File: config.mk
export PLATFORM = sky130hd
export DESIGN_NAME = mul_seq_ctrl
export DESIGN_NICKNAME = d
export VERILOG_FILES = /design/src/rtl/mul_seq_ctrl_pkg.sv /design/src/rtl/mul_seq_ctrl.sv
export SDC_FILE = /design/constraint.sdc
export NUM_CORES = 1
export LEC_CHECK = 0
export ABC_AREA = 1
export BUFFER_PORTS_ARGS = -buffer_cell sky130_fd_sc_hd__clkbuf_2
export CAP_MARGIN = 0
export CORE_MARGIN = 5
export CORE_UTILIZATION = 57
export DETAILED_ROUTE_END_ITERATION = 8
export PLACE_DENSITY = 0.91
export SLEW_MARGIN = 10
export SYNTH_ARGS = -nofsm -noshare
export SYNTH_HDL_FRONTEND = slang
export SYNTH_SLANG_ARGS = --single-unit
File: constraint.sdc
create_clock -name clk -period 2.6 [get_ports clk]
set_input_delay 0.13 -clock clk [delete_from_list [all_inputs] [get_ports clk]]
set_output_delay 0.13 -clock clk [all_outputs]
set_load 0.01 [all_outputs]
File: src/rtl/mul_seq_ctrl_pkg.sv
// Shared types for the repeated-addition multiplier sequencing controller.
// The CLR state is only reachable with MUL_SEQ_CTRL_ZERO_BYPASS_EN defined.
package mul_seq_ctrl_pkg;

    localparam int DEF_WIDTH = 16;

    typedef enum logic [2:0] {
        IDLE   = 3'd0,
        LOAD_A = 3'd1,
        LOAD_B = 3'd2,
        LOOP   = 3'd3,
        DONE   = 3'd4,
        CLR    = 3'd5
    } state_t;

endpackage

File: src/rtl/mul_seq_ctrl.sv
// Sequencer for the A/P/B repeated-addition multiplier datapath.
// Optional MUL_SEQ_CTRL_ZERO_BYPASS_EN: zero operands skip straight to DONE via CLR.
module mul_seq_ctrl
    import mul_seq_ctrl_pkg::*;
#(
    parameter int WIDTH = DEF_WIDTH
) (
    input  logic             clk,
    input  logic             rst,
    input  logic             start,
    input  logic [WIDTH-1:0] op_a,
    input  logic [WIDTH-1:0] op_b,
    input  logic             abort,
    input  logic             eqz,
    output logic [WIDTH-1:0] data_in,
    output logic             LdA,
    output logic             LdB,
    output logic             LdP,
    output logic             clrP,
    output logic             decB,
    output logic             busy,
    output logic             done,
    output logic [WIDTH-1:0] iter_cnt
);

    state_t           state_q, state_d;
    logic [WIDTH-1:0] cap_a_q, cap_a_d;
    logic [WIDTH-1:0] cap_b_q, cap_b_d;
    logic [WIDTH-1:0] iter_q, iter_d;
    logic [WIDTH-1:0] data_q, data_d;
    logic             lda_q, ldb_q, ldp_q, clrp_q, decb_q;
    logic             busy_q, done_q;
    logic             ldp_d;
    logic             zero_op;

`ifdef MUL_SEQ_CTRL_ZERO_BYPASS_EN
    assign zero_op = (op_a == '0) || (op_b == '0);
`else
    assign zero_op = 1'b0;
`endif

    always_comb begin
        state_d = state_q;
        cap_a_d = cap_a_q;
        cap_b_d = cap_b_q;
        iter_d  = iter_q;
        unique case (state_q)
            IDLE: begin
                if (start) begin
                    cap_a_d = op_a;
                    cap_b_d = op_b;
                    iter_d  = '0;
                    state_d = zero_op ? CLR : LOAD_A;
                end
            end
            LOAD_A: state_d = LOAD_B;
            LOAD_B: state_d = LOOP;
            LOOP: begin
                if (ldp_q) iter_d = iter_q + WIDTH'(1);
                if (eqz) state_d = DONE;
            end
`ifdef MUL_SEQ_CTRL_ZERO_BYPASS_EN
            CLR:    state_d = DONE;
`endif
            DONE:   state_d = IDLE;
            default: state_d = IDLE;
        endcase
        if (abort && (state_q != IDLE)) state_d = IDLE;
    end

    // Strobes are registered, so the accumulate strobe is predicted from the
    // iteration count; eqz only decides when LOOP is left.
    assign ldp_d = (state_d == LOOP) && (iter_d != cap_b_d);

    always_comb begin
        data_d = '0;
        if (state_d == LOAD_A) data_d = cap_a_d;
        if (state_d == LOAD_B) data_d = cap_b_d;
    end

    always_ff @(posedge clk or posedge rst) begin
        if (rst) begin
            state_q <= IDLE;
            cap_a_q <= '0;
            cap_b_q <= '0;
            iter_q  <= '0;
            data_q  <= '0;
            lda_q   <= 1'b0;
            ldb_q   <= 1'b0;
            ldp_q   <= 1'b0;
            clrp_q  <= 1'b0;
            decb_q  <= 1'b0;
            busy_q  <= 1'b0;
            done_q  <= 1'b0;
        end else begin
            state_q <= state_d;
            cap_a_q <= cap_a_d;
            cap_b_q <= cap_b_d;
            iter_q  <= iter_d;
            data_q  <= data_d;
            lda_q   <= (state_d == LOAD_A);
            ldb_q   <= (state_d == LOAD_B);
            ldp_q   <= ldp_d;
            clrp_q  <= (state_d == LOAD_A) || (state_d == CLR);
            decb_q  <= ldp_d;
            busy_q  <= (state_d != IDLE);
            done_q  <= (state_d == DONE);
        end
    end

    assign data_in  = data_q;
    assign LdA      = lda_q;
    assign LdB      = ldb_q;
    assign LdP      = ldp_q;
    assign clrP     = clrp_q;
    assign decB     = decb_q;
    assign busy     = busy_q;
    assign done     = done_q;
    assign iter_cnt = iter_q;

endmodule

* After elaboration in Yosys (flattened, before gate mapping)
Cells that the tools add are included.
Storage, ports and cells: input port bits 37, memories kept 0, RAM bits 0, logic and storage cells 40, register bits after elaboration 73, bits in read-only memories 0, output and inout port bits 39, bits in latches 0
Operators by class: order comparisons 0, equal/unequal tests 9, mux-type cells 13, divide/modulo/power cells 0, multipliers 0, reductions and logical operators 6, shift operators 0, bitwise logic cells 0, add/subtract/negate cells 1
Operator list (count):
- $mux W16 | 8
- $pmux W16 S2 | 1
- $add A16 B1 Y16 const B | 1
- $ne A16 B16 Y1 | 1
- $eq A3 B2 Y1 const B | 4
- $pmux W3 S4 | 1
- $mux W3 | 3
- $eq A3 B1 Y1 const B | 2
- $eq A3 B3 Y1 const B | 2
- $reduce_bool A3 Y1 | 2
- $logic_not A3 Y1 | 1
- $logic_and A1 B1 Y1 | 2
- $logic_or A1 B1 Y1 | 1

* Longest topological paths before layout
word-level depth 6, mapped depth 15, gate-level depth less buffers 15

* Worst setup path before layout
OpenSTA, ideal clock, no wires.
path type register to register, start point reg iter_q[0] (netlist: iter_cnt[0]), end point reg decb_q (netlist: decB), slack 0.883 ns, buffers on the path 0, arrival time 1.601 ns, period minus slack after synthesis 1.717 ns, stages on the path, launching flop included 13, cells stage by stage dfrtp_1 -> ha_1 -> nand4_1 -> nor2_2 -> nand2_1 -> nand3_1 -> nand2_1 -> nor2_1 -> nand2_1 -> nor2_1 -> nand2_1 -> nor2_1 -> nor2_1
On the way: word-level cells in the longest chain between the ends 5, elaborated cells between the ends (all ways) 6, classes of those cells 1 x add/sub; 1 x eq/ne; 3 x mux; 1 x reduce/logical
Ends and longest elaborated chain:
- from (decl) | RTL line mul_seq_ctrl.sv:29 | logic [WIDTH-1:0] iter_q, iter_d;
- from (signal assigned) | RTL line mul_seq_ctrl.sv:99 | iter_q <= iter_d;
- $add A16 B1 Y16 | RTL line mul_seq_ctrl.sv:59 | if (ldp_q) iter_d = iter_q + WIDTH'(1);
- $mux W16 | RTL line mul_seq_ctrl.sv:59
- $pmux W16 S2 (*) | RTL line mul_seq_ctrl.sv:47 | unique case (state_q)
- $ne A16 B16 Y1 (*) | RTL line mul_seq_ctrl.sv:73 | assign ldp_d = (state_d == LOOP) && (iter_d != cap_b_d);
- $logic_and A1 B1 Y1 (*) | RTL line mul_seq_ctrl.sv:73
- via ldp_d | RTL line mul_seq_ctrl.sv:33 | logic ldp_d;
- to (signal assigned) | RTL line mul_seq_ctrl.sv:105 | decb_q <= ldp_d;
- to (decl) | RTL line mul_seq_ctrl.sv:31 | logic lda_q, ldb_q, ldp_q, clrp_q, decb_q;
The timed path passes the listed nets; every way through them passes the cells marked *.

* Worst setup path after layout
start point reg state_q[1], end point reg data_q[9] (netlist: data_in[9])
On the way: word-level cells in the longest chain between the ends 6, elaborated cells between the ends (all ways) 16, classes of those cells 5 x eq/ne; 8 x mux; 3 x reduce/logical
Ends and longest elaborated chain:
- from (decl) | RTL line mul_seq_ctrl.sv:26 | state_t state_q, state_d;
- from (signal assigned) | RTL line mul_seq_ctrl.sv:96 | state_q <= state_d;
- $eq A3 B2 Y1 (tied with other cells) | RTL line mul_seq_ctrl.sv:47
- $pmux W3 S4 / $logic_and A1 B1 Y1 (equally long branches) | RTL line mul_seq_ctrl.sv:47, mul_seq_ctrl.sv:68
- $mux W3 (*) | RTL line mul_seq_ctrl.sv:68 | if (abort && (state_q != IDLE)) state_d = IDLE;
- via state_d[0] | RTL line mul_seq_ctrl.sv:26
- $eq A3 B1 Y1 | RTL line mul_seq_ctrl.sv:77 | if (state_d == LOAD_A) data_d = cap_a_d;
- $mux W16 | RTL line mul_seq_ctrl.sv:77
- $mux W16 (*) | RTL line mul_seq_ctrl.sv:78 | if (state_d == LOAD_B) data_d = cap_b_d;
- via data_d[9] | RTL line mul_seq_ctrl.sv:30 | logic [WIDTH-1:0] data_q, data_d;
- to (signal assigned) | RTL line mul_seq_ctrl.sv:100 | data_q <= data_d;
- to (decl) | RTL line mul_seq_ctrl.sv:30
Marks and branches as above.

==> flow_metrics.env <==
export IMPL_slew_headroom_pct=71.4
export IMPL_total_power_mw=3.64
export IMPL_drc_errors=0
export IMPL_cts_max_path_buffers=2
export IMPL_syn_num_nets=429
export IMPL_antenna_violating_nets_post_route=0
export IMPL_drt_first_pass_iters=5
export IMPL_worst_path_max_fanout=33
export IMPL_max_cap_violations=0
export IMPL_cp_data_required_time_ps=2790
export IMPL_timing_setup_critical_path_class="register to register"
export IMPL_final_hold_violation_count=0
export IMPL_layout_filler_cells=377
export IMPL_end_kind="register"
export IMPL_final_worst_path_setup_slack_ps=330
export IMPL_dr_total_vias=2918
export IMPL_min_to="data_in[0]"
export IMPL_crit_path_start_kind="register"
export IMPL_hold_path_origin="op_a[0]"
export IMPL_grt_first_pass_wirelength_mm=13.5
export IMPL_synth_warning_count=0
export IMPL_grtUsageMet3_pct=5.53
export IMPL_routed_wl_mm=8.18
export IMPL_leakage_nw=2.10
export IMPL_yosysTopAreaCell="sky130_fd_sc_hd__dfrtp_1"
export IMPL_drt_first_iter_violations=355
export IMPL_antenna_violations_before_repair=0
export IMPL_chipWidth_um=83.5
export IMPL_postSynthRegisterBits=57
export IMPL_dp_slack_ps=401
export IMPL_use_met1_pct=29.1
export IMPL_area_delta_synth_final_pct=19.5
export IMPL_grt_setup_unrepaired="no"
export IMPL_yosysUniqueCellTypes=32
export IMPL_nNetsFinal=510
export IMPL_clk_pin_slew_ps=60
export IMPL_r2r_end="data_in[9]"
export IMPL_final_max_slew_violation_count=0
export IMPL_tritoncts="done"
export IMPL_place_area_sq_mm=0.00348
export IMPL_finalClockSkew_ps=6.59
export IMPL_cts_made_buffers=9
export IMPL_reg_to_reg_startpoint="state_q[1]"
export IMPL_tightest_slew_ps=428
export IMPL_synthDominantCellAreaShare_pct=46.3
export IMPL_n_antenna_cell=0
export IMPL_vias_per_cell=5.33
export IMPL_cts_hold_fix_buffers=1
export IMPL_clock_insertion_delay_worst_skew_ps=340
export IMPL_routedWlPerCell_um=14.9
export IMPL_worst_ep_arrival_time_ps=2460
export IMPL_rows=26
export IMPL_ff2ff_path_depth=8
export IMPL_hold_path_cell_count=3
export IMPL_cts_post_setup_buffers_inserted=0
export IMPL_dieArea_sq_mm=0.00697
export IMPL_gr_total_overflow=0
export IMPL_gp_routability_congestion=0.903
export IMPL_synthCells=391
export IMPL_worst_ir_drop_vdd_uv=621
export IMPL_outcome="finished clean"
export IMPL_post_route_cells_drive_above_1_share_pct=27.9
export IMPL_fin_crit_sh_pct=87.3
export IMPL_fp_coreArea_sq_mm=0.00517
export IMPL_powerDensity_mw_per_mm2=989
export IMPL_r2r_setup_slack_ps=330
export IMPL_htree_levels=3
export IMPL_cts_num_sinks=57
export IMPL_grt_most_used_layer="met2"
export IMPL_period_minus_slack_ps=2270
export IMPL_syn_area_per_cell_sq_um=7.88
export IMPL_synth_top_cells_by_area="sky130_fd_sc_hd__dfrtp_1 (46%), sky130_fd_sc_hd__nand2_1 (14%), sky130_fd_sc_hd__inv_1 (8.5%)"
export IMPL_syn_area_sq_mm=0.00308
export IMPL_finalInstanceArea_sq_mm=0.00368
export IMPL_setup_viol=0
export IMPL_seq_area_frac_synth_pct=46.3
export IMPL_groute_usage_overall_pct=24.2
export IMPL_maximum_number_of_pins_on_one_net_before_global_route_repair=34
export IMPL_max_clock_freq_mhz=440
export IMPL_detailedPlacementHpwl_mm=5.86
export IMPL_post_cts_resize_count=0
export IMPL_dieHeight_um=83.5
export IMPL_timing_setup_tns_ps=0
export IMPL_grt_pass1_vias=2882
export IMPL_clockRootBuffer="sky130_fd_sc_hd__clkbuf_8"
export IMPL_hold_wc_path_type="primary input to register"
export IMPL_start_util_pct=59.5
export IMPL_gr_usage_met2_pct=40.5
export IMPL_io_buffer_count=75
export IMPL_io_pin_count=76
## registers in the layout (all words and copies together) (netlist names)
name and count:
done 1, decB 1, state_q 3, cap_b_q 16, busy 1, LdB 1
iter_cnt 16, LdA 1, data_in 16, clrP 1
## synth_stat cells (all sizes together)
cell type	count
a21oi	3
nand3b	2
nor2	36
o22ai	16
buf	10
o21bai	1
dfrtp	57
inv	76
xor2	1
nand3	43
a31oi	1
nand2	120
nand4	6
nor3	1
or2	2
o21ai	15
ha	1
## critical path, stage by stage (launching register included)
cell and delay, ps:
sky130_fd_sc_hd__dfrtp_1 470, sky130_fd_sc_hd__nor2_4 260, sky130_fd_sc_hd__nand2_4 270, sky130_fd_sc_hd__inv_2 280
sky130_fd_sc_hd__a21oi_1 100, sky130_fd_sc_hd__nor2_2 210, sky130_fd_sc_hd__nor2_4 60, sky130_fd_sc_hd__inv_2 330
sky130_fd_sc_hd__o22ai_2 150
## cell usage in the layout, fill, tap and decap left out, drive strengths merged, types with 2 or more instances in the layout
cell type	count
nand3	43
nand3b	2
buf	4
o22ai	16
dfrtp	57
or2	2
a21oi	3
clkbuf	88
nand4	6
clkinv	2
nor2	36
o21ai	15
nand2	120
inv	76
## layout make-up
type	instances	area, sq um	share of cell area [%]
flip-flops and latches	57	1430	38.8
inverters	76	285	7.75
clock buffers	13	149	4.05
repair buffers	80	415	11.3
clock inverters	3	40.0	1.09
multi-input cells	248	1280	34.7
well taps	70	87.6	2.38
## report_power, final
part           internal [mW]  total [mW]  switching [mW]
registers               1.16        1.30           0.135
logic                  0.515        1.53            1.02
clock network          0.466       0.811           0.345
## metal layers
layer | part of all wire, % | up-vias
li1 | - | 1382
met1 | 38 | 1348
met2 | 50 | 162
met3 | 9.5 | 26
met4 | 2.5 | 0
met5 | 0 | -
## worst max path at each step
stage | startpoint | endpoint | slack [ps] | cells past startpoint
5_1_grt | state_q[1] | decB | 180 | 12
4_1_cts | state_q[1] | data_in[11] | 380 | 8
2_1_floorplan | iter_cnt[0] | decB | 880 | 12
3_5_place_dp | state_q[1] | data_in[9] | 400 | 8
6_report | state_q[1] | data_in[9] | 330 | 8
3_3_place_gp | state_q[1] | data_in[9] | 450 | 8
## per-stage QoR
stage / instances / hold WS [ps] / util [%]
floorplan: 391 / 252 / -
global placement: 530 / 72.8 / 67.3
detailed placement: 530 / 91.3 / 67.3
CTS: 547 / 16.8 / 71.1
global route: 547 / 32.7 / 71.1
finish: 547 / 24.2 / 71.1
## kinds of logic (layout without fill, tap and decap cells)
family | after synthesis | in the layout | synth area share, %
xor gates and xnor gates | 1 | 1 | 0.284
and+or+nand+nor | 210 | 210 | 30.7
adders and majority gates | 1 | 1 | 0.406
AOI/OAI and AO/OA | 36 | 36 | 10.0
buffers and inverters | 86 | 172 | 12.2
DFF | 57 | 57 | 46.3
Note: power is estimated with default switching activity, not from simulation.
